$ cat config.mk
export PLATFORM = sky130hd
export DESIGN_NAME = game_phase_sequencer
export DESIGN_NICKNAME = d
export VERILOG_FILES = /design/src/rtl/game_pkg.sv /design/src/rtl/sec_countdown.sv /design/src/rtl/game_phase_sequencer.sv
export SDC_FILE = /design/constraint.sdc
export NUM_CORES = 1
export LEC_CHECK = 0
export CAP_MARGIN = 10
export CORE_MARGIN = 3
export CORE_UTILIZATION = 50
export CTS_BUF_LIST = sky130_fd_sc_hd__clkbuf_16
export DETAILED_ROUTE_END_ITERATION = 7
export GPL_ROUTABILITY_DRIVEN = 0
export GPL_TIMING_DRIVEN = 0
export PLACE_DENSITY_LB_ADDON = 0.2
export SLEW_MARGIN = 20
export SYNTH_ARGS = -nofsm -noshare
export SYNTH_HDL_FRONTEND = slang
export SYNTH_SLANG_ARGS = --single-unit
$ cat constraint.sdc
create_clock -name Clk100M -period 5.5 [get_ports Clk100M]
set_clock_uncertainty 0.15 [all_clocks]
set_input_delay 1.1 -clock Clk100M [delete_from_list [all_inputs] [get_ports Clk100M]]
set_output_delay 1.1 -clock Clk100M [all_outputs]
set_load 0.05 [all_outputs]
$ cat src/rtl/game_pkg.sv
// Shared types and constants for the symbol-counting game controller and its display path.
// Holds the state encoding, field widths and the default period durations.
package game_pkg;

  localparam int LEVEL_W = 5;
  localparam int SEC_W   = 6;

  localparam int PRELIM_SEC_DEF = 3;
  localparam int GAME_SEC_DEF   = 20;
  localparam int ANSWER_SEC_DEF = 10;
  localparam int POST_SEC_DEF   = 3;
  localparam int MAX_LEVEL_DEF  = 19;

  typedef enum logic [2:0] {
    ST_IDLE   = 3'd0,
    ST_PRELIM = 3'd1,
    ST_GAME   = 3'd2,
    ST_ANSWER = 3'd3,
    ST_POST   = 3'd4,
    ST_OVER   = 3'd5
  } game_state_t;

endpackage

$ cat src/rtl/sec_countdown.sv
// Loadable seconds down-counter; decrements on tick, saturates at 0, load has priority.
// expire is combinational so the owner can reload on the same edge the count runs out.
module sec_countdown
  import game_pkg::*;
(
  input  logic             clk,
  input  logic             rst_n,
  input  logic             load,
  input  logic [SEC_W-1:0] loadVal,
  input  logic             tick,
  output logic [SEC_W-1:0] count,
  output logic             expire
);

  logic [SEC_W-1:0] count_q;
  logic [SEC_W-1:0] count_d;

  always_comb begin
    count_d = count_q;
    if (load) begin
      count_d = loadVal;
    end else if (tick && (count_q != '0)) begin
      count_d = count_q - SEC_W'(1);
    end
  end

  always_ff @(posedge clk or negedge rst_n) begin
    if (!rst_n) begin
      count_q <= '0;
    end else begin
      count_q <= count_d;
    end
  end

  assign count  = count_q;
  assign expire = tick && (count_q == SEC_W'(1));

endmodule

$ cat src/rtl/game_phase_sequencer.sv
// Game controller: sequences PRELIM/GAME/ANSWER/POST periods off the 1 Hz pulse and advances the level.
// Every output is a flop or a decode of the registered state; the seconds counter is reloaded on each transition.
module game_phase_sequencer
  import game_pkg::*;
#(
  parameter int PRELIM_SEC = PRELIM_SEC_DEF,
  parameter int GAME_SEC   = GAME_SEC_DEF,
  parameter int ANSWER_SEC = ANSWER_SEC_DEF,
  parameter int POST_SEC   = POST_SEC_DEF,
  parameter int MAX_LEVEL  = MAX_LEVEL_DEF
) (
  input  logic               Clk100M,
  input  logic               reset,
  input  logic               tick1Hz,
  input  logic               start,
  input  logic               answerDone,
  input  logic               answerCorrect,
  output logic               prelimPeriod,
  output logic               gamePeriod,
  output logic               answerPeriod,
  output logic               postPeriod,
  output logic               levelChng,
  output logic [LEVEL_W-1:0] level,
  output logic [SEC_W-1:0]   secondsLeft,
  output logic               lastCorrect,
  output logic               gameOver,
  output logic               gameWon
);

  game_state_t        state_q, state_d;
  logic [LEVEL_W-1:0] level_q, level_d;
  logic               last_q, last_d;
  logic               won_q, won_d;
  logic               over_q, over_d;
  logic               chg_q, chg_d;

  logic               cnt_load;
  logic [SEC_W-1:0]   cnt_load_val;
  logic [SEC_W-1:0]   cnt_count;
  logic               cnt_expire;

  sec_countdown u_sec_countdown (
    .clk     (Clk100M),
    .rst_n   (reset),
    .load    (cnt_load),
    .loadVal (cnt_load_val),
    .tick    (tick1Hz),
    .count   (cnt_count),
    .expire  (cnt_expire)
  );

  always_comb begin
    state_d      = state_q;
    level_d      = level_q;
    last_d       = last_q;
    won_d        = won_q;
    chg_d        = 1'b0;
    cnt_load     = 1'b0;
    cnt_load_val = '0;
    unique case (state_q)
      ST_IDLE, ST_OVER: begin
        if (start) begin
          state_d      = ST_PRELIM;
          level_d      = LEVEL_W'(1);
          won_d        = 1'b0;
          cnt_load     = 1'b1;
          cnt_load_val = SEC_W'(PRELIM_SEC);
        end
      end
      ST_PRELIM: begin
        if (cnt_expire) begin
          state_d      = ST_GAME;
          cnt_load     = 1'b1;
          cnt_load_val = SEC_W'(GAME_SEC);
        end
      end
      ST_GAME: begin
        if (cnt_expire) begin
          state_d      = ST_ANSWER;
          cnt_load     = 1'b1;
          cnt_load_val = SEC_W'(ANSWER_SEC);
        end
      end
      ST_ANSWER: begin
        // A submission on the expiring tick still counts as answered.
        if (answerDone || cnt_expire) begin
          state_d      = ST_POST;
          last_d       = answerDone && answerCorrect;
          cnt_load     = 1'b1;
          cnt_load_val = SEC_W'(POST_SEC);
        end
      end
      ST_POST: begin
        if (cnt_expire) begin
          cnt_load = 1'b1;
          if (last_q && (level_q < LEVEL_W'(MAX_LEVEL))) begin
            state_d      = ST_PRELIM;
            level_d      = level_q + LEVEL_W'(1);
            chg_d        = 1'b1;
            cnt_load_val = SEC_W'(PRELIM_SEC);
          end else begin
            state_d = ST_OVER;
            won_d   = last_q;
          end
        end
      end
      default: begin
        state_d  = ST_IDLE;
        cnt_load = 1'b1;
      end
    endcase
    over_d = (state_d == ST_OVER);
  end

  always_ff @(posedge Clk100M or negedge reset) begin
    if (!reset) begin
      state_q <= ST_IDLE;
      level_q <= '0;
      last_q  <= 1'b0;
      won_q   <= 1'b0;
      over_q  <= 1'b0;
      chg_q   <= 1'b0;
    end else begin
      state_q <= state_d;
      level_q <= level_d;
      last_q  <= last_d;
      won_q   <= won_d;
      over_q  <= over_d;
      chg_q   <= chg_d;
    end
  end

  assign prelimPeriod = (state_q == ST_PRELIM);
  assign gamePeriod   = (state_q == ST_GAME);
  assign answerPeriod = (state_q == ST_ANSWER);
  assign postPeriod   = (state_q == ST_POST);
  assign levelChng    = chg_q;
  assign level        = level_q;
  assign secondsLeft  = cnt_count;
  assign lastCorrect  = last_q;
  assign gameOver     = over_q;
  assign gameWon      = won_q;

endmodule

Yosys cells after proc, flatten, opt, wreduce, memory -nomap -nowiden. Index checks and enable logic that the tools add are counted.

Add/sub/neg operators: 2. Order comparisons: 1. Eq/ne operators: 11. Multiplexer cells: 31. Reductions and logical operators: 14.

Operators with widths (count): 5-bit one-hot mux with 5 select lines (1); 5-bit two-way mux (4); 3-bit two-way mux (6); 3-bit one-hot mux with 5 select lines (1); 6-bit two-way mux (2); 5-bit one-hot mux with 2 select lines (1); 3-bit equality test, second input constant (3); 1-bit two-way mux (9); 2-bit two-way mux (4); 4-bit AND reduction (2); 3-bit by 2-bit equality test with 1-bit output, second input constant (2); 6-bit by 1-bit equality test with 1-bit output, second input constant (1); 6-bit nonzero test (1); 6-bit by 1-bit subtractor with 6-bit output, second input constant (1); 5-bit by 1-bit adder with 5-bit output, second input constant (1); 5-bit < comparator, second input constant (1); 1-bit logical AND (4); 4-bit two-way mux (1); 2-bit by 1-bit != test with 1-bit output, second input constant (2); 2-bit != test, second input constant (2); 2-bit nonzero test (2); 3-bit by 1-bit equality test with 1-bit output, second input constant (1); 3-bit zero test (1); 1-bit one-hot mux with 3 select lines (1); 5 further kinds (5).

Flip-flop bits (word level): 18. Input bits: 6. Output and inout bits: 19. Logic and storage cells: 66.

Logic depth before layout (Yosys ltp).
Depth after elaboration: 6. Gate-level depth with buffers: 8. Gate-level depth less buffers: 7.

Hierarchy. A second synthesis with hierarchy kept.

Cells, all modules: 130. Area, all modules: 1172.4 µm².

By module, submodules not included: game_phase_sequencer (instances 1, cells an instance 83, area each 747.0 µm², seq. area each 300.3 µm²); sec_countdown (instances 1, cells an instance 47, area each 425.4 µm², seq. area each 150.1 µm²).

Worst setup path after synthesis. Ideal clock, no wire load.

Path type: register -> output. Start point: register state_q[0]. End point: output port answerPeriod. Data arrival time: 1884 ps. Required time: 4250 ps. Setup slack: 2366 ps. Cell stages (with the launch flop): 4. Buffers on the path: 1. Cells stage by stage: dfrtp_1 > buf_2 > inv_1 > nor3_1.

Cells in the longest elaborated chain, start to end: 1.

RTL lines: start: declaration (RTL line game_phase_sequencer.sv:30) `game_state_t state_q, state_d;`; start signal: assignment (RTL line game_phase_sequencer.sv:124) `state_q <= state_d;`; 3-bit by 2-bit equality test with 1-bit output (RTL line game_phase_sequencer.sv:135) `assign answerPeriod = (state_q == ST_ANSWER);`; end: declaration (RTL line game_phase_sequencer.sv:20) `output logic answerPeriod,`.

No other way between the ends.

Final worst setup path. Same ends and word-level chain as after synthesis.

==> flow_summary.toml <==
[outcome]
status = "finished clean"

[placement]
portBuffers = 24
dpl.hpwl_um = 1800
dp.cells = 164

[routing]
drt_pass1_iterations = 4
wl_per_cell_um = 14.9
vias = 987
wl_um = 2500
drtIter0Drc = 28
avgViaCountPerCell = 5.88
postRouteAntennaNets = 0
route.detailed.drc = 0

[job]
max_cap_viol_count = 0

[floorplanning]
ios = 25
die_height_um = 52.4
die_x_um = 52.4
core_area_mm2 = 0.00200
row_count = 16
die-area_mm2 = 0.00275
start_util = 0.539

[sta]
max_freq_ghz = 0.279
final-hold-violation-count = 0
fin_crit_sh = 0.651
min_period_ns = 3.58
rsz0062_at_grt = "false"
slew_viol_final = 0
maxSlewHeadroom = 0.451
setup_tns_ns = 0
worst_pin_slew_ns = 0.821
setup_violations = 0

[global_routing]
antenna_found_initial = 0
gr-total-overflow = 0
grt_pass1_vias = 1002
grt_start_max_net_pins = 19
grt_pass1_wl_um = 4260
grt_usage = 0.208

[cts]
cts_resized = 0
cts_buffer_depth = 2
cts_root_buffer = "clkbuf_16"
cts-buffers-inserted = 3
h-tree-depth = 1
cts.clk_slew.worst_paths_ns = 0.05
cts_hold_buf = 0
cts_tree = "yes"
numClockSinks = 18
post_cts_buffers = 0
clock_latency_ns = 0.25

[min_path]
min_path_type = "flop to flop"
hold_depth = 1
hold_start = "lastCorrect$_DFFE_PN0P_"
min_to = "lastCorrect$_DFFE_PN0P_"

[layout]
ff_latch_area_um2 = 450
multiInputGateArea_um2 = 579
antennaDiodeCount = 0
instances_no_fill = 168
final_net_count = 152
areaGrowthSynthToFinish_pct = 32.7
layout-drive-gt1-share = 0.0993
fillCellCount = 155

[critical_path]
cp-end-kind = "output port"
cp_slowest_cell = "clkdlybuf4s50_1"
crit_family = "buffers and inverters"
r2r-start = "u_sec_countdown.count[1]$_DFFE_PN0P_"
startpoint = "state_q[0]$_DFF_PN0_"
cp_cell_sequence = "buf_2, inv_1, nor3_1, clkdlybuf4s50_1"
reg2reg_slack_ns = 3.30
reg2reg_to = "u_sec_countdown.count[2]$_DFFE_PN0P_"
arrival_ns = 2.33
start_kind = "flop"
critPathMaxFanout = 10
path_buf_inv = 3
r2r_cells = 7
critPathKind = "flop to output port"
required_ns = 4.25
cpPeakStageDelay_ns = 0.91

[yosys]
synthesis.nets = 123
synth_cell_types = 43
synth_ff_type = "dfrtp_1"
yosysSeqAreaShare = 0.418
netlist_instances = 113
synth_edf_count = 0
ys_top_cells_by_count = "18 x dfrtp_1, 10 x nand2_1, 9 x nor2_1"
syn_area_mm2 = 0.00108
syn_avg_cell_area_um2 = 9.54
yosysWarnings = 0
synth_most_common_cell = "dfrtp_1"
ys_ff_latch = 18
synthTopCellsByArea = "dfrtp_1 42%, ha_1 4.6%, nand2_1 3.5%"
synthArstFlopShare = 1.00
synth_top_cell_area_share = 0.418
yosysTopAreaCell = "dfrtp_1"

[pwr]
ir_worst_vdd_v = 0.000385
power_density_mw_per_mm2 = 568
p_leak_uw = 0.000617
power_uw = 813
## power by group
group | leakage (µW) | switching, µW | total [µW] | internal [µW]
Clock | 0.0000385 | 49.4 | 146 | 96.6
Sequential | 0.000234 | 35.6 | 200 | 164
Combinational | 0.000345 | 294 | 467 | 173
## stage by stage
| stage | cell area [µm²] | hold slack (ns) | util | worst slack (ns) |
|---|---|---|---|---|
| 3_5_place_dp | 1350 | 0.367 | 0.676 | 2.24 |
| 6_report | 1430 | 0.371 | 0.715 | 1.92 |
| 2_1_floorplan | 1080 | 0.493 | - | 2.37 |
| 4_1_cts | 1430 | 0.379 | 0.715 | 1.95 |
| 5_1_grt | 1430 | 0.415 | 0.715 | 1.78 |
| 3_3_place_gp | 1350 | 0.360 | 0.676 | 2.27 |
## worst max-delay path by stage
stage	to	slack, ns	cells after the start
after floorplan	answerPeriod	2.37	3
after global placement	answerPeriod	2.27	4
after detailed placement	answerPeriod	2.24	4
after CTS	answerPeriod	1.95	4
after global routing	answerPeriod	1.78	4
final	answerPeriod	1.92	4
## logic make-up after synthesis
logic type | Yosys count | synth area share
simple gates | 44 | 0.223
buf+inv | 10 | 0.0452
compound gates | 32 | 0.226
xor+xnor | 4 | 0.0325
fa+ha+maj | 4 | 0.0464
flops | 18 | 0.418
mux | 1 | 0.00928
## cell type report
class | count | share of cell area
Buffer | 5 | 0.0210
Clock buffer | 3 | 0.0524
Clock inverter | 1 | 0.00262
Inverter | 5 | 0.0131
Multi-Input combinational cell | 85 | 0.405
Sequential cell | 18 | 0.315
Tap cell | 27 | 0.0236
Timing Repair Buffer | 24 | 0.168
## cell usage in the layout (no fill, tap or decap), drive strengths merged, types with 2 or more instances in the layout
| cell type | n |
|---|---|
| a211oi | 2 |
| a21oi | 6 |
| a41oi | 2 |
| and2 | 5 |
| and3 | 3 |
| buf | 4 |
| clkbuf | 4 |
| clkdlybuf4s50 | 24 |
| dfrtp | 18 |
| ha | 4 |
| inv | 5 |
| nand2 | 10 |
| nand2b | 2 |
| nand3 | 4 |
| nor2 | 9 |
| nor3 | 6 |
| nor4 | 3 |
| o21ai | 6 |
| o22a | 2 |
| xnor2 | 3 |
## state kept, by name, summed over array words and instances, names as in the netlist
name / flops
u_sec_countdown.count: 6
levelChng: 1
level: 5
state_q: 3
lastCorrect: 1
gameWon: 1
gameOver: 1
## per-layer routing
metal  track usage  part of all wire  wire, µm
met1         0.248              0.45      1120
met3        0.0456             0.052       130
met5             0                 0         0
met2         0.376              0.50      1240
met4        0.0468            0.0028         7
No activity file was read; power rests on OpenSTA's default activity.
==> variant 1: new RTL, same flow settings <==
Set the package constant `SEC_W` to 12 (it was 6).
--- a/src/rtl/game_pkg.sv
+++ b/src/rtl/game_pkg.sv
@@ -5,3 +5,3 @@
   localparam int LEVEL_W = 5;
-  localparam int SEC_W   = 6;
+  localparam int SEC_W   = 12;
 
Ports: changed (resized secondsLeft); port bits go from 25 to 31. The function was not compared with the original's and may differ.
==> variant 1 against the original RTL <==
Worst setup slack worse by 42 ps; final area is 42% higher; wire length is 58% higher; synthesized area is 49% higher; non-clock buffer count is 14 higher; synthesized cell count is 58% higher; core utilization is 1.3 points lower; die area is 43% higher; sequential cell count is 6 higher; power is 57% higher; critical path type unchanged.
==> variant 1: results (changes against the original RTL) <==
metric	value	unit	change
outcome	completed		
internal_power	0.0006365	W	+47%
antenna_found_initial	0		unchanged
dpl.cell_count	251		+53%
synth_flop_cell	dfrtp_1		
instances_no_fill	255		+52%
dr_wl_met3	215	um	+65%
syn_nets	189		+54%
holdWs	400.3	ps	+28.88 ps
synth_async_sr_flop_share	1.000		unchanged
postSynthCellCount	179		+58%
whs_path_depth	2		+1
cts_root_buffer	clkbuf_16		
crit_start	state_q[0]$_DFF_PN0_		
hold-path-endpoint	gameWon$_DFFE_PN0P_		
r2r_slack	3010	ps	-290 ps
max_freq	0.2759	GHz	-1.2%
yosys-top-cells-area	dfrtp_1 (37%), xnor2_1 (4.9%), nor2_1 (4.0%), ha_1 (3.1%), nand3_1 (2.8%)		
hold_start	gameWon$_DFFE_PN0P_		
grt_max_degree	25		+6
p_per_area	627.6	nW/um^2	+10%
vias	1546		+57%
drt-initial-drc-count	93		+230%
worstRegToRegCells	8		+1
dpl_worst_slack	2143	ps	-96.55 ps
wl_met2	1936	um	+56%
drt-met1-wl	1739	um	+55%
synthTopCellsByCount	dfrtp_1 (24), nor2_1 (17), nand3_1 (9), nor3_1 (9), xnor2_1 (9)		
nets	224		+47%
relSlewSlack	0.6011		+0.1504
grt_pass1_wl	6803	um	+60%
place_area	1962	sq um	+45%
synth_seq_area_share	0.3733		-0.04438
port_buffers	30		+25%
largest_reg_flops	12		+6
use_met3	0.02518		-0.02040
ys.warnings.count	0		unchanged
ir_drop	0.3742	mV	-2.7%
track_usage	0.2114		+0.003295
clkPwrFrac	0.124		-0.055
top_layer	met4		
r2r-end	u_sec_countdown.count[4]$_DFFE_PN0P_		
endpoint	prelimPeriod		
antenna_cells	0		unchanged
cts_resized	0		unchanged
hp-class	flop to flop		
dr.pass1.iters	4		unchanged
place_hpwl	2920	um	+62%
synth_cell_types	52		+21%
use_met2	0.3609		-0.01518
p_leak	0.8546	nW	+38%
drt-total-wl	3942	um	+58%
drive_gt1_frac	0.09859		-0.0006992
pg_seq	0.000266	W	+33%
use_met1	0.2763		+0.02812
worstPathArrival	2370	ps	+40 ps
## variant 1: logic make-up after synthesis
logic type / Yosys count / synth area share
AOI/OAI and AO/OA: 41 / 0.1905
xor gates and xnor gates: 10 / 0.05444
DFF: 24 / 0.3733
and+or+nand+nor: 76 / 0.2683
muxes: 3 / 0.01944
adders and majority gates: 4 / 0.03111
buffers and inverters: 21 / 0.06299
## variant 1: cell type report
| type | count | area (sq um) |
|---|---|---|
| multi-input cells | 134 | 907.1 |
| fillers | 258 | 864.6 |
| flip-flops and latches | 24 | 600.6 |
| repair buffers | 30 | 295.3 |
| clock buffers | 3 | 75.07 |
| plain buffers | 13 | 71.32 |
| well taps | 42 | 52.55 |
| inverters | 8 | 30.03 |
| clock inverters | 1 | 3.754 |
## variant 1: worst max-delay path, cell delays in order (launching register included)
cell and delay [ps]:
dfrtp_1 310, buf_2 170, clkbuf_1 360, nor3b_1 390
clkdlybuf4s50_1 880
==> variant 2: new RTL, same flow settings <==
Without the edit above. Re-encode `game_state_t` (6 states) as one-hot, 6 bits wide.
--- a/src/rtl/game_pkg.sv
+++ b/src/rtl/game_pkg.sv
@@ -13,9 +13,9 @@
 
-  typedef enum logic [2:0] {
-    ST_IDLE   = 3'd0,
-    ST_PRELIM = 3'd1,
-    ST_GAME   = 3'd2,
-    ST_ANSWER = 3'd3,
-    ST_POST   = 3'd4,
-    ST_OVER   = 3'd5
+  typedef enum logic [5:0] {
+    ST_IDLE   = 6'b000001,
+    ST_PRELIM = 6'b000010,
+    ST_GAME   = 6'b000100,
+    ST_ANSWER = 6'b001000,
+    ST_POST   = 6'b010000,
+    ST_OVER   = 6'b100000
   } game_state_t;
Behaviour: same outputs for any inputs over 10 cycles, from zero or initial values and one cycle with reset low; not proved beyond that.
==> variant 2 against the original RTL <==
Sequential power rose by 10%; clock power rose by 4%; core utilization fell by 2.2 points; synthesized area is 12% higher; power shrank 8.2%; combinational power shrank 20%; sequential cell count up 3; non-clock buffer count is 1 lower; wire length rose by 10%; critical path depth is the same; worst hold slack better by 18 ps; worst setup slack worse by 170 ps; final area is 9.1% higher.
==> variant 2: results (changes against the original RTL) <==
metric	value	unit	change
place_hpwl	2088	um	+16%
synth_compound_area_frac	0.1782		-0.04798
p_leak	0.7121	nW	+15%
port_buffers	24		unchanged
synth_cell_types	46		+7.0%
clock_latency	250	ps	about the same
syn_nets	139		+13%
power.share.switching	0.4280		-0.03807
worstPathMaxFanout	8		-2
synth_adder_area_share	0.04145		-0.004953
drt-initial-drc-count	20		-29%
synthTopCellsByCount	dfrtp_1 (20), nand2_1 (14), nor2_1 (10)		
ir_drop	0.3958	mV	+2.9%
yosys-top-cells-area	dfrtp_1 (41%), nand2_1 (4.4%), ha_1 (4.1%), nor2_1 (3.1%), o21ai_0 (2.9%)		
postCtsSetupBuffers	0		unchanged
grt_pass1_vias	1034		+3.2%
relSlewSlack	0.3754		-0.07527
nets	168		+11%
top_layer	met4		
synth_seq_area_share	0.4363		+0.01864
use_met3	0.05898		+0.01340
synthXorXnorAreaFrac	0.04352		+0.01104
dr.pass1.iters	4		unchanged
use_met1	0.2554		+0.007175
fill_cells	185		+19%
track_usage	0.2085		+0.0004102
avgSynthCellArea	9.360	sq um	-1.9%
detail_route.wl_per_cell	14.86	um	-0.15%
grt_max_degree	22		+3
vias	1078		+9.2%
outcome	completed		
use_met2	0.3602		-0.01580
wl_met2	1319	um	+6.4%
place_area	1483	sq um	+9.6%
cts_root_buffer	clkbuf_16		
drive_gt1_frac	0.08280		-0.01649
antenna_cells	0		unchanged
antenna_found_initial	0		unchanged
dr_wl_met3	135	um	+3.8%
grt_pass1_wl	4533	um	+6.3%
worstPathArrival	2500	ps	+170 ps
synthMuxAreaShare	0.008290		-0.0009906
clock_path_buffers	2		unchanged
dpl.cell_count	181		+10%
routed_via_density	5.827		-0.82%
cts.clk_slew.worst_paths	50	ps	about the same
dpl_worst_slack	2019	ps	-219.6 ps
drt-met1-wl	1270	um	+13%
-- variant 2: changes by cell type in the layout (fill, tap and decap cells not counted), sizes merged, moves of 3 or more --
cell / unedited run / this run
a21oi: 6 / 3
and2: 5 / 2
nand2: 10 / 14
o211ai: 0 / 3
or2: 0 / 3
or4: 0 / 4
xor2: 1 / 4
-- variant 2: worst paths after layout --
path / cells past startpoint / startpoint / slack [ps] / end
setup / recovery: 4 / state_q[4]$_DFF_PN0_ / 1750 / answerPeriod
hold / removal: 2 / gameWon$_DFFE_PN0P_ / 390 / gameWon$_DFFE_PN0P_
setup reg to reg: 6 / u_sec_countdown.count[3]$_DFFE_PN0P_ / 3100 / u_sec_countdown.count[2]$_DFFE_PN0P_
hold reg to reg: 2 / gameWon$_DFFE_PN0P_ / 390 / gameWon$_DFFE_PN0P_
max in group asynchronous: 1 / reset / 3410 / state_q[1]$_DFF_PN0_
min in group asynchronous: 1 / reset / 1220 / gameOver$_DFF_PN0_
-- variant 2: layout make-up --
cell class	instances	area, sq um	share of cell area
multi-input cells	98	638.1	0.4087
flip-flops and latches	21	526.8	0.3373
repair buffers	24	240.2	0.1538
clock buffers	3	75.07	0.04808
well taps	28	35.03	0.02244
inverters	6	22.52	0.01442
plain buffers	4	20.02	0.01282
clock inverters	1	3.754	0.002404
-- variant 2: critical path, stage by stage, from the launching register on --
cell	delay [ps]
dfrtp_1	360
clkbuf_1	180
or4_1	540
nor3b_2	300
clkdlybuf4s50_1	870
-- variant 2: power groups by stage --
stage / Clock [W] / Sequential (W) / Combinational, W
floorplan: 0 / 0.000278 / 0.000218
global placement: 0 / 0.000221 / 0.000363
detailed placement: 0 / 0.000223 / 0.000373
CTS: 0.000152 / 0.000221 / 0.000376
global route: 0.000159 / 0.000226 / 0.000407
finish: 0.000152 / 0.000221 / 0.000374
